**src/rtl/axi_pkg.sv**
```systemverilog
// Shared types for the queued AXI4-Lite master: response codes and FSM state encodings.
package axi_pkg;

   typedef enum logic [1:0] {
      RespOkay   = 2'b00,
      RespExokay = 2'b01,
      RespSlverr = 2'b10,
      RespDecerr = 2'b11
   } axi_resp_e;

   typedef enum logic [1:0] {
      WIdle = 2'd0,
      WSend = 2'd1,
      WResp = 2'd2
   } wr_state_e;

   typedef enum logic [1:0] {
      RIdle = 2'd0,
      RAddr = 2'd1,
      RData = 2'd2
   } rd_state_e;

endpackage

```
**src/rtl/sync_fifo.sv**
```systemverilog
// Single-clock FIFO with registered storage. A push is dropped when full, even if a pop
// happens in the same cycle; the head is visible combinationally whenever not empty.
module sync_fifo #(
   parameter int unsigned WIDTH = 8,
   parameter int unsigned DEPTH = 2
) (
   input  logic             clk_i,
   input  logic             rst_ni,
   input  logic             push_i,
   input  logic [WIDTH-1:0] data_i,
   input  logic             pop_i,
   output logic [WIDTH-1:0] head_o,
   output logic             full_o,
   output logic             empty_o
);

   localparam int unsigned PtrW = $clog2(DEPTH);

   // Extra MSB on each pointer separates full from empty.
   logic [PtrW:0]    wptr_q, wptr_d;
   logic [PtrW:0]    rptr_q, rptr_d;
   logic [WIDTH-1:0] mem_q [DEPTH];
   logic [WIDTH-1:0] mem_d [DEPTH];
   logic             do_push;
   logic             do_pop;

   assign empty_o = (wptr_q == rptr_q);
   assign full_o  = (wptr_q[PtrW] != rptr_q[PtrW]) &&
                    (wptr_q[PtrW-1:0] == rptr_q[PtrW-1:0]);
   assign head_o  = mem_q[rptr_q[PtrW-1:0]];

   // Pointer and storage next-state
   always_comb begin
      do_push = push_i && !full_o;
      do_pop  = pop_i && !empty_o;
      wptr_d  = wptr_q + {{PtrW{1'b0}}, do_push};
      rptr_d  = rptr_q + {{PtrW{1'b0}}, do_pop};
      mem_d   = mem_q;
      if (do_push) begin
         mem_d[wptr_q[PtrW-1:0]] = data_i;
      end
   end

   // Pointer registers; reset empties the queue
   always_ff @(posedge clk_i or negedge rst_ni) begin
      if (!rst_ni) begin
         wptr_q <= '0;
         rptr_q <= '0;
      end else begin
         wptr_q <= wptr_d;
         rptr_q <= rptr_d;
      end
   end

   // Storage array, contents are don't-care until written
   always_ff @(posedge clk_i) begin
      mem_q <= mem_d;
   end

endmodule

```
**src/rtl/axi_lite_master_queued.sv**
```systemverilog
// AXI4-Lite master: queues core load/store requests and runs independent read and write
// FSMs, each with a single outstanding transaction.
module axi_lite_master_queued
   import axi_pkg::*;
#(
   parameter int unsigned ADDR_WIDTH = 64,
   parameter int unsigned DATA_WIDTH = 64,
   parameter int unsigned WQ_DEPTH   = 2,
   parameter int unsigned RQ_DEPTH   = 2
) (
   input  logic                      CLK,
   input  logic                      RESETN,
   input  logic                      WREQ,
   output logic                      WREQ_READY,
   input  logic [ADDR_WIDTH-1:0]     IN_WADDR,
   input  logic [DATA_WIDTH-1:0]     IN_WDATA,
   input  logic [DATA_WIDTH/8-1:0]   IN_WMASK,
   output logic                      W_DONE,
   output logic                      W_ERR,
   input  logic                      RREQ,
   output logic                      RREQ_READY,
   input  logic [ADDR_WIDTH-1:0]     IN_RADDR,
   output logic [DATA_WIDTH-1:0]     DATA_OUT,
   output logic                      DATA_OUT_VALID,
   output logic                      R_ERR,
   output logic [ADDR_WIDTH-1:0]     AW_ADDR,
   output logic                      AW_VALID,
   input  logic                      AW_READY,
   output logic [DATA_WIDTH-1:0]     W_DATA,
   output logic [DATA_WIDTH/8-1:0]   W_STRB,
   output logic                      W_VALID,
   input  logic                      W_READY,
   input  logic [1:0]                B_RESP,
   input  logic                      B_VALID,
   output logic                      B_READY,
   output logic [ADDR_WIDTH-1:0]     AR_ADDR,
   output logic                      AR_VALID,
   input  logic                      AR_READY,
   input  logic [DATA_WIDTH-1:0]     R_DATA,
   input  logic [1:0]                R_RESP,
   input  logic                      R_VALID,
   output logic                      R_READY
);

   localparam int unsigned STRB_WIDTH = DATA_WIDTH / 8;
   localparam int unsigned WQ_WIDTH   = ADDR_WIDTH + DATA_WIDTH + STRB_WIDTH;

   // Only bit 1 of a response distinguishes error from success.
   logic unused_resp_lsb;
   assign unused_resp_lsb = B_RESP[0] ^ R_RESP[0];

   // ---------------------------------------------------------------- request queues
   logic                  wq_pop, wq_full, wq_empty;
   logic [WQ_WIDTH-1:0]   wq_head;
   logic                  rq_pop, rq_full, rq_empty;
   logic [ADDR_WIDTH-1:0] rq_head;

   sync_fifo #(
      .WIDTH (WQ_WIDTH),
      .DEPTH (WQ_DEPTH)
   ) u_wq (
      .clk_i   (CLK),
      .rst_ni  (RESETN),
      .push_i  (WREQ),
      .data_i  ({IN_WADDR, IN_WDATA, IN_WMASK}),
      .pop_i   (wq_pop),
      .head_o  (wq_head),
      .full_o  (wq_full),
      .empty_o (wq_empty)
   );

   sync_fifo #(
      .WIDTH (ADDR_WIDTH),
      .DEPTH (RQ_DEPTH)
   ) u_rq (
      .clk_i   (CLK),
      .rst_ni  (RESETN),
      .push_i  (RREQ),
      .data_i  (IN_RADDR),
      .pop_i   (rq_pop),
      .head_o  (rq_head),
      .full_o  (rq_full),
      .empty_o (rq_empty)
   );

   assign WREQ_READY = !wq_full;
   assign RREQ_READY = !rq_full;

   // ---------------------------------------------------------------- write path
   wr_state_e             wr_state_q, wr_state_d;
   logic [ADDR_WIDTH-1:0] aw_addr_q, aw_addr_d;
   logic [DATA_WIDTH-1:0] w_data_q, w_data_d;
   logic [STRB_WIDTH-1:0] w_strb_q, w_strb_d;
   // AW and W complete independently; each pending flag drops after its own handshake.
   logic                  aw_pend_q, aw_pend_d;
   logic                  w_pend_q, w_pend_d;

   // Write FSM state and payload registers
   always_ff @(posedge CLK or negedge RESETN) begin
      if (!RESETN) begin
         wr_state_q <= WIdle;
         aw_addr_q  <= '0;
         w_data_q   <= '0;
         w_strb_q   <= '0;
         aw_pend_q  <= 1'b0;
         w_pend_q   <= 1'b0;
      end else begin
         wr_state_q <= wr_state_d;
         aw_addr_q  <= aw_addr_d;
         w_data_q   <= w_data_d;
         w_strb_q   <= w_strb_d;
         aw_pend_q  <= aw_pend_d;
         w_pend_q   <= w_pend_d;
      end
   end

   // Write FSM next-state: pop queue, track AW/W handshakes, wait for B
   always_comb begin
      wr_state_d = wr_state_q;
      aw_addr_d  = aw_addr_q;
      w_data_d   = w_data_q;
      w_strb_d   = w_strb_q;
      aw_pend_d  = aw_pend_q;
      w_pend_d   = w_pend_q;
      wq_pop     = 1'b0;
      unique case (wr_state_q)
         WIdle: begin
            if (!wq_empty) begin
               wq_pop                             = 1'b1;
               {aw_addr_d, w_data_d, w_strb_d}    = wq_head;
               aw_pend_d                          = 1'b1;
               w_pend_d                           = 1'b1;
               wr_state_d                         = WSend;
            end
         end
         WSend: begin
            if (aw_pend_q && AW_READY) aw_pend_d = 1'b0;
            if (w_pend_q && W_READY)   w_pend_d  = 1'b0;
            if (!aw_pend_d && !w_pend_d) wr_state_d = WResp;
         end
         WResp: begin
            if (B_VALID) wr_state_d = WIdle;
         end
         default: wr_state_d = WIdle;
      endcase
   end

   // Write channel outputs
   always_comb begin
      AW_VALID = (wr_state_q == WSend) && aw_pend_q;
      W_VALID  = (wr_state_q == WSend) && w_pend_q;
      B_READY  = (wr_state_q == WResp);
      W_DONE   = B_READY && B_VALID;
      W_ERR    = W_DONE && B_RESP[1];
      AW_ADDR  = aw_addr_q;
      W_DATA   = w_data_q;
      W_STRB   = w_strb_q;
   end

   // ---------------------------------------------------------------- read path
   rd_state_e             rd_state_q, rd_state_d;
   logic [ADDR_WIDTH-1:0] ar_addr_q, ar_addr_d;
   logic [DATA_WIDTH-1:0] data_out_q, data_out_d;
   logic                  r_err_q, r_err_d;
   logic                  dvalid_q, dvalid_d;

   // Read FSM state, address and returned-data registers
   always_ff @(posedge CLK or negedge RESETN) begin
      if (!RESETN) begin
         rd_state_q <= RIdle;
         ar_addr_q  <= '0;
         data_out_q <= '0;
         r_err_q    <= 1'b0;
         dvalid_q   <= 1'b0;
      end else begin
         rd_state_q <= rd_state_d;
         ar_addr_q  <= ar_addr_d;
         data_out_q <= data_out_d;
         r_err_q    <= r_err_d;
         dvalid_q   <= dvalid_d;
      end
   end

   // Read FSM next-state: pop queue, issue AR, capture R
   always_comb begin
      rd_state_d = rd_state_q;
      ar_addr_d  = ar_addr_q;
      data_out_d = data_out_q;
      r_err_d    = r_err_q;
      dvalid_d   = 1'b0;
      rq_pop     = 1'b0;
      unique case (rd_state_q)
         RIdle: begin
            if (!rq_empty) begin
               rq_pop     = 1'b1;
               ar_addr_d  = rq_head;
               rd_state_d = RAddr;
            end
         end
         RAddr: begin
            if (AR_READY) rd_state_d = RData;
         end
         RData: begin
            if (R_VALID) begin
               data_out_d = R_DATA;
               r_err_d    = R_RESP[1];
               dvalid_d   = 1'b1;
               rd_state_d = RIdle;
            end
         end
         default: rd_state_d = RIdle;
      endcase
   end

   // Read channel outputs
   always_comb begin
      AR_VALID       = (rd_state_q == RAddr);
      R_READY        = (rd_state_q == RData);
      AR_ADDR        = ar_addr_q;
      DATA_OUT       = data_out_q;
      DATA_OUT_VALID = dvalid_q;
      R_ERR          = r_err_q;
   end

endmodule

```
**config.mk**
```make
export PLATFORM = sky130hd
export DESIGN_NAME = axi_lite_master_queued
export DESIGN_NICKNAME = d
export VERILOG_FILES = /design/src/rtl/axi_pkg.sv /design/src/rtl/sync_fifo.sv /design/src/rtl/axi_lite_master_queued.sv
export SDC_FILE = /design/constraint.sdc
export NUM_CORES = 1
export LEC_CHECK = 0
export ABC_CLOCK_PERIOD_IN_PS = 6770
export BUFFER_PORTS_ARGS = -buffer_cell sky130_fd_sc_hd__buf_2
export CORE_AREA = 10 10 226 228
export DETAILED_ROUTE_END_ITERATION = 8
export DIE_AREA = 0 0 236 238
export PLACE_DENSITY = 0.79
export SKIP_CTS_REPAIR_TIMING = 1
export SYNTH_ARGS = -nofsm -noshare
export SYNTH_HDL_FRONTEND = slang
export SYNTH_SLANG_ARGS = --single-unit
```
**constraint.sdc**
```tcl
create_clock -name CLK -period 6.77 [get_ports CLK]
set_clock_uncertainty 0.2 [all_clocks]
set_input_delay 0.677 -clock CLK [delete_from_list [all_inputs] [get_ports CLK]]
set_output_delay 0.677 -clock CLK [all_outputs]
set_load 0.02 [all_outputs]
```
* Word level (Yosys, flattened, before mapping)
Index checks and enable logic that the tools add are counted.
** Word-level totals
- Output and inout port bits :: 275
- Register bits after elaboration :: 680
- Logic and storage cells :: 114
- Input port bits :: 277
** Cells by class
- Equality and inequality tests :: 16
- Bitwise logic cells :: 6
- Reduce and logical (&&, ||, !) cells :: 30
- Add/sub/neg operators :: 4
- Muxes and demuxes :: 33
- $lt $le $gt $ge :: 6
** Operators with widths (count)
- $mux 136 :: 4
- $bwmux 272 :: 1
- $mux 64 :: 4
- $demux 136 s1 :: 1
- $bwmux 128 :: 1
- $demux 64 s1 :: 1
- $logic_and 1x1->1 :: 15
- $mux 2 :: 6
- $pmux 2 s3 :: 2
- $mux 1 :: 11
- $ne 2x2->1 const B :: 5
- $add 2x1->2 :: 4
- $ge 2x2->1 const B :: 4
- $not 1->2 :: 4
- $reduce_and 2->1 :: 4
- $logic_not 1->1 :: 6
- $reduce_and 3->1 :: 2
- $eq 2x1->1 const B :: 2
- $eq 2x2->1 :: 2
- $eq 2x2->1 const B :: 2
- $logic_not 2->1 :: 2
- $lt 2x1->1 const B :: 2
- $pmux 1 s2 :: 2
- $eq 1x1->1 :: 2
- other kinds (4) :: 6

* Depth between registers and ports, before layout
Gate-level depths: netlist (run 1).
- Depth after elaboration :: 7
- Depth in mapped cells :: 6

* By module
Synthesis (run 1) repeated with hierarchy kept, for this count alone.
** Unflattened totals
- Cells, all modules :: 1256
- Area, all modules :: 25401.9 um^2
** By module, submodules not included
- axi_lite_master_queued :: seq. area each 6806.5 um^2, cells each 596, times used 1, area an instance 10298.6 um^2
- sync_fifo (u_wq) :: seq. area each 8267.9 um^2, cells each 442, times used 1, area an instance 10084.7 um^2
- sync_fifo (u_rq) :: seq. area each 3943.8 um^2, cells each 218, times used 1, area an instance 5018.6 um^2

* Worst setup path before layout (run 1)
Ideal clock, no wire load.
- Kind :: register to register
- Start :: register u_wq.rptr_q[1]
- End :: register u_wq.mem_q[0] (netlist name) (enable)
- Clock period less this slack :: 4.955 ns
- Slack :: 1.815 ns
- Arrival :: 4.242 ns
- Library setup time :: 0.514 ns
- Cell stages (with the launch flop) :: 5
- Required time :: 6.056 ns
- Cell sequence :: dfrtp_1 > xnor2_1 > nand2b_1 > and2_1 > ha_1
** Between the ends
- Cells in the longest elaborated chain, start to end :: 4
** Ends and longest elaborated chain
- start, declared :: RTL line sync_fifo.sv:21 : logic [PtrW:0] rptr_q, rptr_d;
- start signal, assigned :: RTL line sync_fifo.sv:51 : rptr_q <= rptr_d;
- $ne 1x1->1 :: RTL line sync_fifo.sv:28 : assign full_o = (wptr_q[PtrW] != rptr_q[PtrW]) &&
- $logic_and 1x1->1 :: RTL line sync_fifo.sv:28
- $logic_not 1->1
- named net WREQ_READY :: RTL line axi_lite_master_queued.sv:14 : output logic WREQ_READY,
- $logic_and 1x1->1 :: RTL line sync_fifo.sv:34 : do_push = push_i && !full_o;
- end signal, assigned :: RTL line sync_fifo.sv:57 : mem_q <= mem_d;
- end, declared :: RTL line sync_fifo.sv:22 : logic [WIDTH-1:0] mem_q [DEPTH];
The timed path passes the listed nets, and every way through them passes these cells.
A chain may end at the register's enable or synchronous reset.

* Worst setup path after layout (run 1)
- Start :: register u_wq.rptr_q[0]
- End :: register u_wq.mem_q[192] (netlist name) (enable)
** Between the ends
- Cells in the longest elaborated chain, start to end :: 4
** Ends and longest elaborated chain
- $eq 1x1->1 :: RTL line sync_fifo.sv:29 : (wptr_q[PtrW-1:0] == rptr_q[PtrW-1:0]);
- $logic_and 1x1->1 :: RTL line sync_fifo.sv:28
- $logic_not 1->1 :: RTL line sync_fifo.sv:34
- $logic_and 1x1->1 :: RTL line sync_fifo.sv:34
Every way passes these cells.

==> summary.txt, run 1 <==
STA
  – Endpoints failing hold: 0
  – Peak Freq: 291.9 MHz
  – Setup TNS: 0 ns
  – Final Slew Violations: 0
  – Worst-Margin Slew: 1.145 ns
  – Final Cycle Share: 50.60%
  – Hold WS: 0.07066 ns
  – RSZ-0062 raised after global routing: no
  – Final min period: 3.426 ns
  – # setup viols final: 0
  – Slew margin rel.: 23.66%

Global route
  – Total GRT Usage: 20.89%
  – Total global routing overflow: 0
  – Initial antenna violation count: 28
  – Vias in the first global route: 14.55k
  – Pin count of the biggest net entering global routing: 86
  – First-pass GRT wire length: 89.51 mm

Clock network
  – Clock net sink count: 680
  – Reg clk slew, reported paths: 0.06 ns
  – Worst-Skew Late Latency: 0.59 ns
  – CTS tree: built
  – Root Buffer: clkbuf_16
  – CTS max path bufs: 3
  – Num CTS Buffers: 67
  – Depth of the CTS H-tree: 3

Synthesis
  – Syn nets: 1529
  – Sequential share of the synthesized area: 76.47%
  – Yosys synthesis warning count: 0
  – Register bit total from synthesis: 680
  – Cells after synthesis: 1246
  – Synth Area per Inst: 19.96 um^2
  – Area share of the largest cell type after synthesis: 48.29%
  – Synth area leaders: edfxtp_1, dfrtp_1, mux2_2, mux2_1, buf_4
  – Synth cell types: 25
  – Largest area contributor in the netlist: edfxtp_1
  – Synth Cell Area: 24870 um^2

Cells and area
  – Nets: 2112
  – Layout cell share with drive strength beyond 1: 57.41%
  – Area grow syn2layout: 22.63%
  – Post-layout util: 65.79%

Route
  – Drt wl/cell: 24.05 um
  – Vias per cell: 5.295
  – Drc violations: 0
  – Total routed wirelength: 60.18 mm
  – Via Count: 13.25k
  – Initial DRC count: 798
  – Antenna Nets Post-Route: 0
  – Pre-antenna DRT Iters: 5

Min path
  – HP Class: input pin to flop
  – Hold Crit Start: IN_WDATA[19]

Setup path
  – R2R Path Start: u_wq.rptr_q[0]
  – CP endpoint kind: flop
  – CP Launch Point: u_wq.rptr_q[0]
  – Crit-path max FO: 75
  – Startpoint types: flop
  – Path depth of the worst reg2reg path: 5
  – Critical Path RT: 6.78 ns
  – CP Class: flop to flop
  – Worst reg2reg endpoint: u_wq.mem_q[192]
  – Critical Path End: u_wq.mem_q[192]
  – Arr. time, crit path: 3.44 ns
  – R2R Setup Slk: 3.34 ns

Pwr
  – Final Total Pwr: 16.71 mW
  – Pwr/cell area: 547.7 nW/um^2
  – Maximum vdd ir drop: 0.6518 mV
  – Leakage power: 12.39 nW

Die
  – I/O pin count: 552
  – Die Wd: 236 um
  – Initial core utilization: 53.65%
  – Die area: 56170 um^2
  – Die Height: 238 um
  – Row count: 79
  – Core area: 46360 um^2

Place
  – Post-DP HPWL: 41.32 mm
  – I/O Buffers: 549
  – RePlAce Congestion: 0.8279

Run
  – Max_cap viols: 0

Outcome
  – Outcome: finished, final reports clean
-- worst min-delay path by stage --
stage / cells after the start / slack [ns] / endpoint
2_1_floorplan: 0 / 0.18 / AR_ADDR[0]
3_3_place_gp: 1 / 0.26 / AW_ADDR[40]
3_5_place_dp: 1 / 0.27 / AW_ADDR[21]
4_1_cts: 1 / -0.1 / AR_ADDR[44]
5_1_grt: 1 / 0.04 / u_wq.mem_q[109]
6_report: 1 / 0.07 / u_wq.mem_q[27]
-- layout by cell type (no fill, tap or decap), types with 2 or more instances in the layout --
master | synthesis | layout
ha_2 | 0 | 2
clkinv_1 | 0 | 5
inv_1 | 10 | 10
a21oi_1 | 2 | 2
and2_1 | 3 | 3
buf_2 | 15 | 548
xnor2_1 | 4 | 4
ha_1 | 6 | 2
nor2b_1 | 4 | 4
a21o_1 | 2 | 2
clkbuf_8 | 0 | 11
buf_4 | 14 | 13
clkinvlp_4 | 0 | 2
buf_12 | 0 | 2
diode_2 | 0 | 12
dfrtp_1 | 280 | 278
mux2_2 | 408 | 408
o22ai_1 | 2 | 2
inv_6 | 0 | 2
xor2_1 | 4 | 4
clkbuf_1 | 17 | 20
ha_4 | 0 | 2
clkbuf_16 | 0 | 70
nor2_1 | 2 | 2
or2_2 | 2 | 2
nand2b_1 | 3 | 3
edfxtp_1 | 400 | 400
a211oi_4 | 0 | 2
mux2_1 | 57 | 57
clkinv_2 | 0 | 8
-- registers in the layout, summed over array words and instances (netlist names) --
signal,cells
AR_ADDR,64
AW_ADDR,64
u_rq.rptr_q,2
rd_state_q,2
w_pend_q,1
W_DATA,64
DATA_OUT_VALID,1
u_wq.wptr_q,2
W_STRB,8
aw_pend_q,1
u_rq.wptr_q,2
u_wq.rptr_q,2
u_wq.mem_q,272
DATA_OUT,64
u_rq.mem_q,128
wr_state_q,2
R_ERR,1
-- cell families after synthesis --
group | Yosys count | share of synthesized area, %
AOI/OAI and AO/OA | 9 | 0.2716
xor gates and xnor gates | 8 | 0.2817
adders and majority gates | 6 | 0.3018
buffers and inverters | 61 | 1.238
DFF | 680 | 76.47
muxes | 465 | 21.05
and+or+nand+nor | 17 | 0.3874
-- synthesized netlist by cell type, drive strengths merged --
library cell and count:
nand2 2, and2 3, mux2 465, buf 32, nand2b 3, a211oi 2, or2 2, o22ai 2
nor2b 4, a21oi 2, xnor2 4, clkbuf 19, nor2 2, o21ai 1, a21o 2, inv 10
edfxtp 400, dfrtp 280, ha 6, xor2 4, and3 1
-- final cells by class --
type                            count  area, um^2
Multi-Input combinational cell    505        5593
Inverter                           10       37.54
Timing Repair Buffer              565        2905
Antenna cell                       12       30.03
Sequential cell                   680       19020
Tap cell                          607       759.5
Clock buffer                      101        1978
Fill cell                        3145       15860
Clock inverter                     22       172.7
-- critical path: stages (launching register included) --
cell,delay [ns]
dfrtp_4,0.84
xnor2_1,0.26
nand2b_1,0.14
and2_1,0.24
ha_4,0.80
buf_12,0.41
-- where the power goes --
group	switching, mW	internal, mW	leakage [nW]
logic	3.56	2.66	4.33
registers	0.681	6.21	7.01
clock network	1.52	2.07	1.05
total	5.76	10.9	12.4
-- metrics by stage --
step,std cells,area [um^2],setup slack [ns]
3_5_place_dp,2366,28310,3.343
5_1_grt,2496,30480,3.131
3_3_place_gp,2366,28310,3.315
6_report,2502,30500,3.344
2_1_floorplan,1246,24870,1.815
4_1_cts,2489,30460,3.311
-- layer usage --
metal | vias up | global-route usage, % | wire [um]
met5 | - | 0 | 159
met2 | 515 | 35.01 | 29880
met4 | 24 | 7.615 | 1643
li1 | 5887 | - | -
met1 | 6718 | 23.34 | 22300
met3 | 105 | 9.215 | 6201
Note: power is estimated with default switching activity, not from simulation.
==> run 2: changes to the inputs <==
--- a/config.mk
+++ b/config.mk
@@ -5,11 +5,12 @@
 export SDC_FILE = /design/constraint.sdc
 export NUM_CORES = 1
 export LEC_CHECK = 0
-export ABC_CLOCK_PERIOD_IN_PS = 6770
+export ABC_AREA = 1
+export ABC_CLOCK_PERIOD_IN_PS = 3200
 export BUFFER_PORTS_ARGS = -buffer_cell sky130_fd_sc_hd__buf_2
-export CORE_AREA = 10 10 226 228
+export CORE_AREA = 10 10 229 231
 export DETAILED_ROUTE_END_ITERATION = 8
-export DIE_AREA = 0 0 236 238
+export DIE_AREA = 0 0 239 241
 export PLACE_DENSITY = 0.79
 export SKIP_CTS_REPAIR_TIMING = 1
 export SYNTH_ARGS = -nofsm -noshare
==> constraint.sdc (replaced) <==
create_clock -name CLK -period 3.2 [get_ports CLK]
set_clock_uncertainty 0.2 [all_clocks]
set_input_delay 0.32 -clock CLK [delete_from_list [all_inputs] [get_ports CLK]]
set_output_delay 0.32 -clock CLK [all_outputs]
set_load 0.02 [all_outputs]
==> summary.txt, run 2 <==
Outcome
  – Outcome: finished, final reports clean (unchanged)

Place
  – Inst Count DP: 3343 (was 2366)
  – RePlAce Congestion: 0.8555 (was 0.8279)
  – I/O Buffers: 549 (unchanged)
  – Dpl ws: 0.4709 ns (was 3.343 ns)
  – Post-DP HPWL: 43.86 mm (was 41.32 mm)

Global route
  – First-pass GRT wire length: 103.5 mm (was 89.51 mm)
  – Total GRT Usage: 23.19% (was 20.89%)
  – Pin count of the biggest net entering global routing: 137 (was 86)
  – Initial antenna violation count: 18 (was 28)
  – Total global routing overflow: 0 (unchanged)
  – Vias in the first global route: 18.22k (was 14.55k)

Cells and area
  – Max reg flops: 272 (unchanged)
  – Nets: 3355 (was 2112)
  – Registers with the most flip-flops: u_wq.mem_q: 272 flops, u_rq.mem_q: 128 flops (unchanged)
  – Most frequent cells in the layout: nand2_1, buf_2, edfxtp_1, dfrtp_1, dlygate4sd3_1 (was buf_2, mux2_2, edfxtp_1, dfrtp_1, clkbuf_16)
  – Area grow syn2layout: 32.98% (was 22.63%)
  – Most common cell after layout, fill and taps aside: nand2_1 (was buf_2)
  – Number of fill cells: 2835 (was 3145)
  – Multi-input combinational cell area: 5858 um^2 (was 5593 um^2)
  – Largest Register: u_wq.mem_q (unchanged)
  – Register area: 19020 um^2 (unchanged)
  – Final std cells w/o fill: 3763 (was 2502)
  – Layout cell share with drive strength beyond 1: 22.40% (was 57.41%)

Die
  – Row count: 80 (was 79)
  – Die area: 57600 um^2 (was 56170 um^2)
  – Die Wd: 239 um (was 236 um)
  – Core area: 47550 um^2 (was 46360 um^2)
  – I/O pin count: 552 (unchanged)
  – Initial core utilization: 53.86% (was 53.65%)
  – Die Height: 241 um (was 238 um)

Pwr
  – Final Total Pwr: 36.68 mW (was 16.71 mW)
  – Maximum vdd ir drop: 0.9097 mV (was 0.6518 mV)
  – Flop pwr share: 38.8% (was 41.3%)
  – Sw frac: 40.85% (was 34.48%)
  – Leakage power: 16.34 nW (was 12.39 nW)
  – Clock power share: 23.4% (was 21.5%)
  – Cell Int Power: 21.70 mW (was 10.95 mW)
  – Switching power: 14.99 mW (was 5.759 mW)
  – Logic pwr share: 37.9% (was 37.2%)
  – Pwr/cell area: 1077 nW/um^2 (was 547.7 nW/um^2)

Run
  – Max_cap viols: 0 (unchanged)

STA
  – Post-route worst setup slack: 0.4678 ns (was 3.344 ns)
  – # setup viols final: 0 (unchanged)
  – Hold WS: 0.1146 ns (was 0.07066 ns)
  – Final min period: 2.732 ns (was 3.426 ns)
  – Final Cycle Share: 85.38% (was 50.60%)
  – Worst-Margin Slew: 1.051 ns (was 1.145 ns)
  – Endpoints failing hold: 0 (unchanged)
  – RSZ-0062 raised after global routing: no (unchanged)
  – Slew margin rel.: 29.95% (was 23.66%)
  – Peak Freq: 366.0 MHz (was 291.9 MHz)
  – Final Slew Violations: 0 (unchanged)

Setup path
  – Arr. time, crit path: 2.80 ns (was 3.44 ns)
  – CP Launch Point: u_rq.rptr_q[0] (was u_wq.rptr_q[0])
  – R2R Path Start: u_rq.rptr_q[0] (was u_wq.rptr_q[0])
  – Critical Path RT: 3.27 ns (was 6.78 ns)
  – Crit-path max FO: 52 (was 75)
  – CP Class: flop to flop (unchanged)
  – Startpoint types: flop (unchanged)
  – CP endpoint kind: flop (unchanged)

Synthesis
  – Register bit total from synthesis: 680 (unchanged)
  – Synth Area per Inst: 11.26 um^2 (was 19.96 um^2)
  – Cell with the most instances after synthesis: nand2_1 (was mux2_2)
  – Post-synth EDFFs: 400 (unchanged)
  – Syn nets: 2558 (was 1529)
  – Sequential share of the synthesized area: 74.27% (was 76.47%)
  – Share of flip-flops with an asynchronous set or reset: 41.18% (unchanged)
  – Synth area leaders: edfxtp_1, dfrtp_1, nand2_1, nand3_1, buf_2 (was edfxtp_1, dfrtp_1, mux2_2, mux2_1, buf_4)
  – Top_reg_cell synth: edfxtp_1 (unchanged)
  – Commonest cells in the synthesized netlist: nand2_1, edfxtp_1, dfrtp_1 (was mux2_2, edfxtp_1, dfrtp_1)
  – Yosys synthesis warning count: 0 (unchanged)
  – Largest area contributor in the netlist: edfxtp_1 (unchanged)
  – Cells after synthesis: 2275 (was 1246)
  – Synth cell types: 21 (was 25)
  – Synth Cell Area: 25610 um^2 (was 24870 um^2)
  – Area share of the largest cell type after synthesis: 46.90% (was 48.29%)

Clock network
  – Num CTS Buffers: 70 (was 67)
  – Reg clk slew, reported paths: 0.06 ns (about the same)
  – Root Buffer: clkbuf_16 (unchanged)
  – CTS max path bufs: 3 (unchanged)
  – CTS tree: built (unchanged)
  – Clock net sink count: 680 (unchanged)
  – Worst-Skew Late Latency: 0.60 ns (was 0.59 ns)
  – Depth of the CTS H-tree: 3 (unchanged)

Route
  – Total routed wirelength: 81.73 mm (was 60.18 mm)
  – Pre-antenna DRT Iters: 8 (was 5)
  – Drc violations: 0 (unchanged)
  – Initial DRC count: 2282 (was 798)
  – Antenna Nets Post-Route: 0 (unchanged)
  – Vias per cell: 5.473 (was 5.295)
  – Drt wl/cell: 21.72 um (was 24.05 um)
  – Via Count: 20.60k (was 13.25k)

Min path
  – Hold Crit Start: RREQ (was IN_WDATA[19])
  – HP Class: input pin to flop (unchanged)
run 2: path summary, 6_finish.rpt:
path / slack, ns / end / cells after the start
setup / recovery: 0.47 / u_rq.mem_q[85] / 6
hold / removal: 0.11 / u_rq.wptr_q[0] / 4
setup reg to reg: 0.47 / u_rq.mem_q[85] / 6
hold reg to reg: 0.26 / AW_ADDR[59] / 2
max in group asynchronous: 1.72 / AW_ADDR[24] / 4
min in group asynchronous: 0.13 / DATA_OUT[6] / 2
run 2: per-stage QoR:
step	instance area, um^2	TNS, ns	utilization (%)
final	34050	0	71.62
after global routing	34050	0	71.61
after CTS	31290	0	65.80
after detailed placement	28880	0	60.74
after global placement	28880	0	60.74
after floorplan	25610	-29.72	-
run 2: cell type report:
cell class	instances	share of cell area, %
sequential	680	55.86
tap	615	2.260
timing repair buffer	849	17.22
clock buffer	98	5.879
clock inverter	32	1.190
multi-input combinational	1449	17.20
antenna	18	0.1323
inverter	22	0.2498
run 2: power groups by stage:
stage	Sequential, mW	Combinational, mW	Clock [mW]
2_1_floorplan	15.9	6.83	0
3_5_place_dp	14.1	13.1	0
3_3_place_gp	14.0	12.7	0
6_report	14.2	13.9	8.57
4_1_cts	14.0	13.2	8.57
5_1_grt	14.4	15.1	9.06
run 2: per-layer routing:
layer  vias to the layer above  wire (um)  track usage, %
met2                      1335      42080           38.95
met1                      9889      27980           26.89
met3                       347       6648           5.247
met5                         -         27               0
met4                         4       4985           14.26
li1                       9021          -               -
run 2: cell families after synthesis:
group	after synthesis	synth area share, %
simple gates	1431	22.00
xor+xnor	4	0.1368
compound gates	8	0.2052
fa+ha+maj	6	0.2931
buf+inv	146	3.103
flops	680	74.27
run 2: critical path, cell delays in order, from the launching register on:
cell      delay (ns)
dfrtp_2         0.68
clkinv_1        0.16
nand2_1         0.08
nand2_1         0.09
a21boi_0        0.32
ha_2            0.49
buf_12          0.34
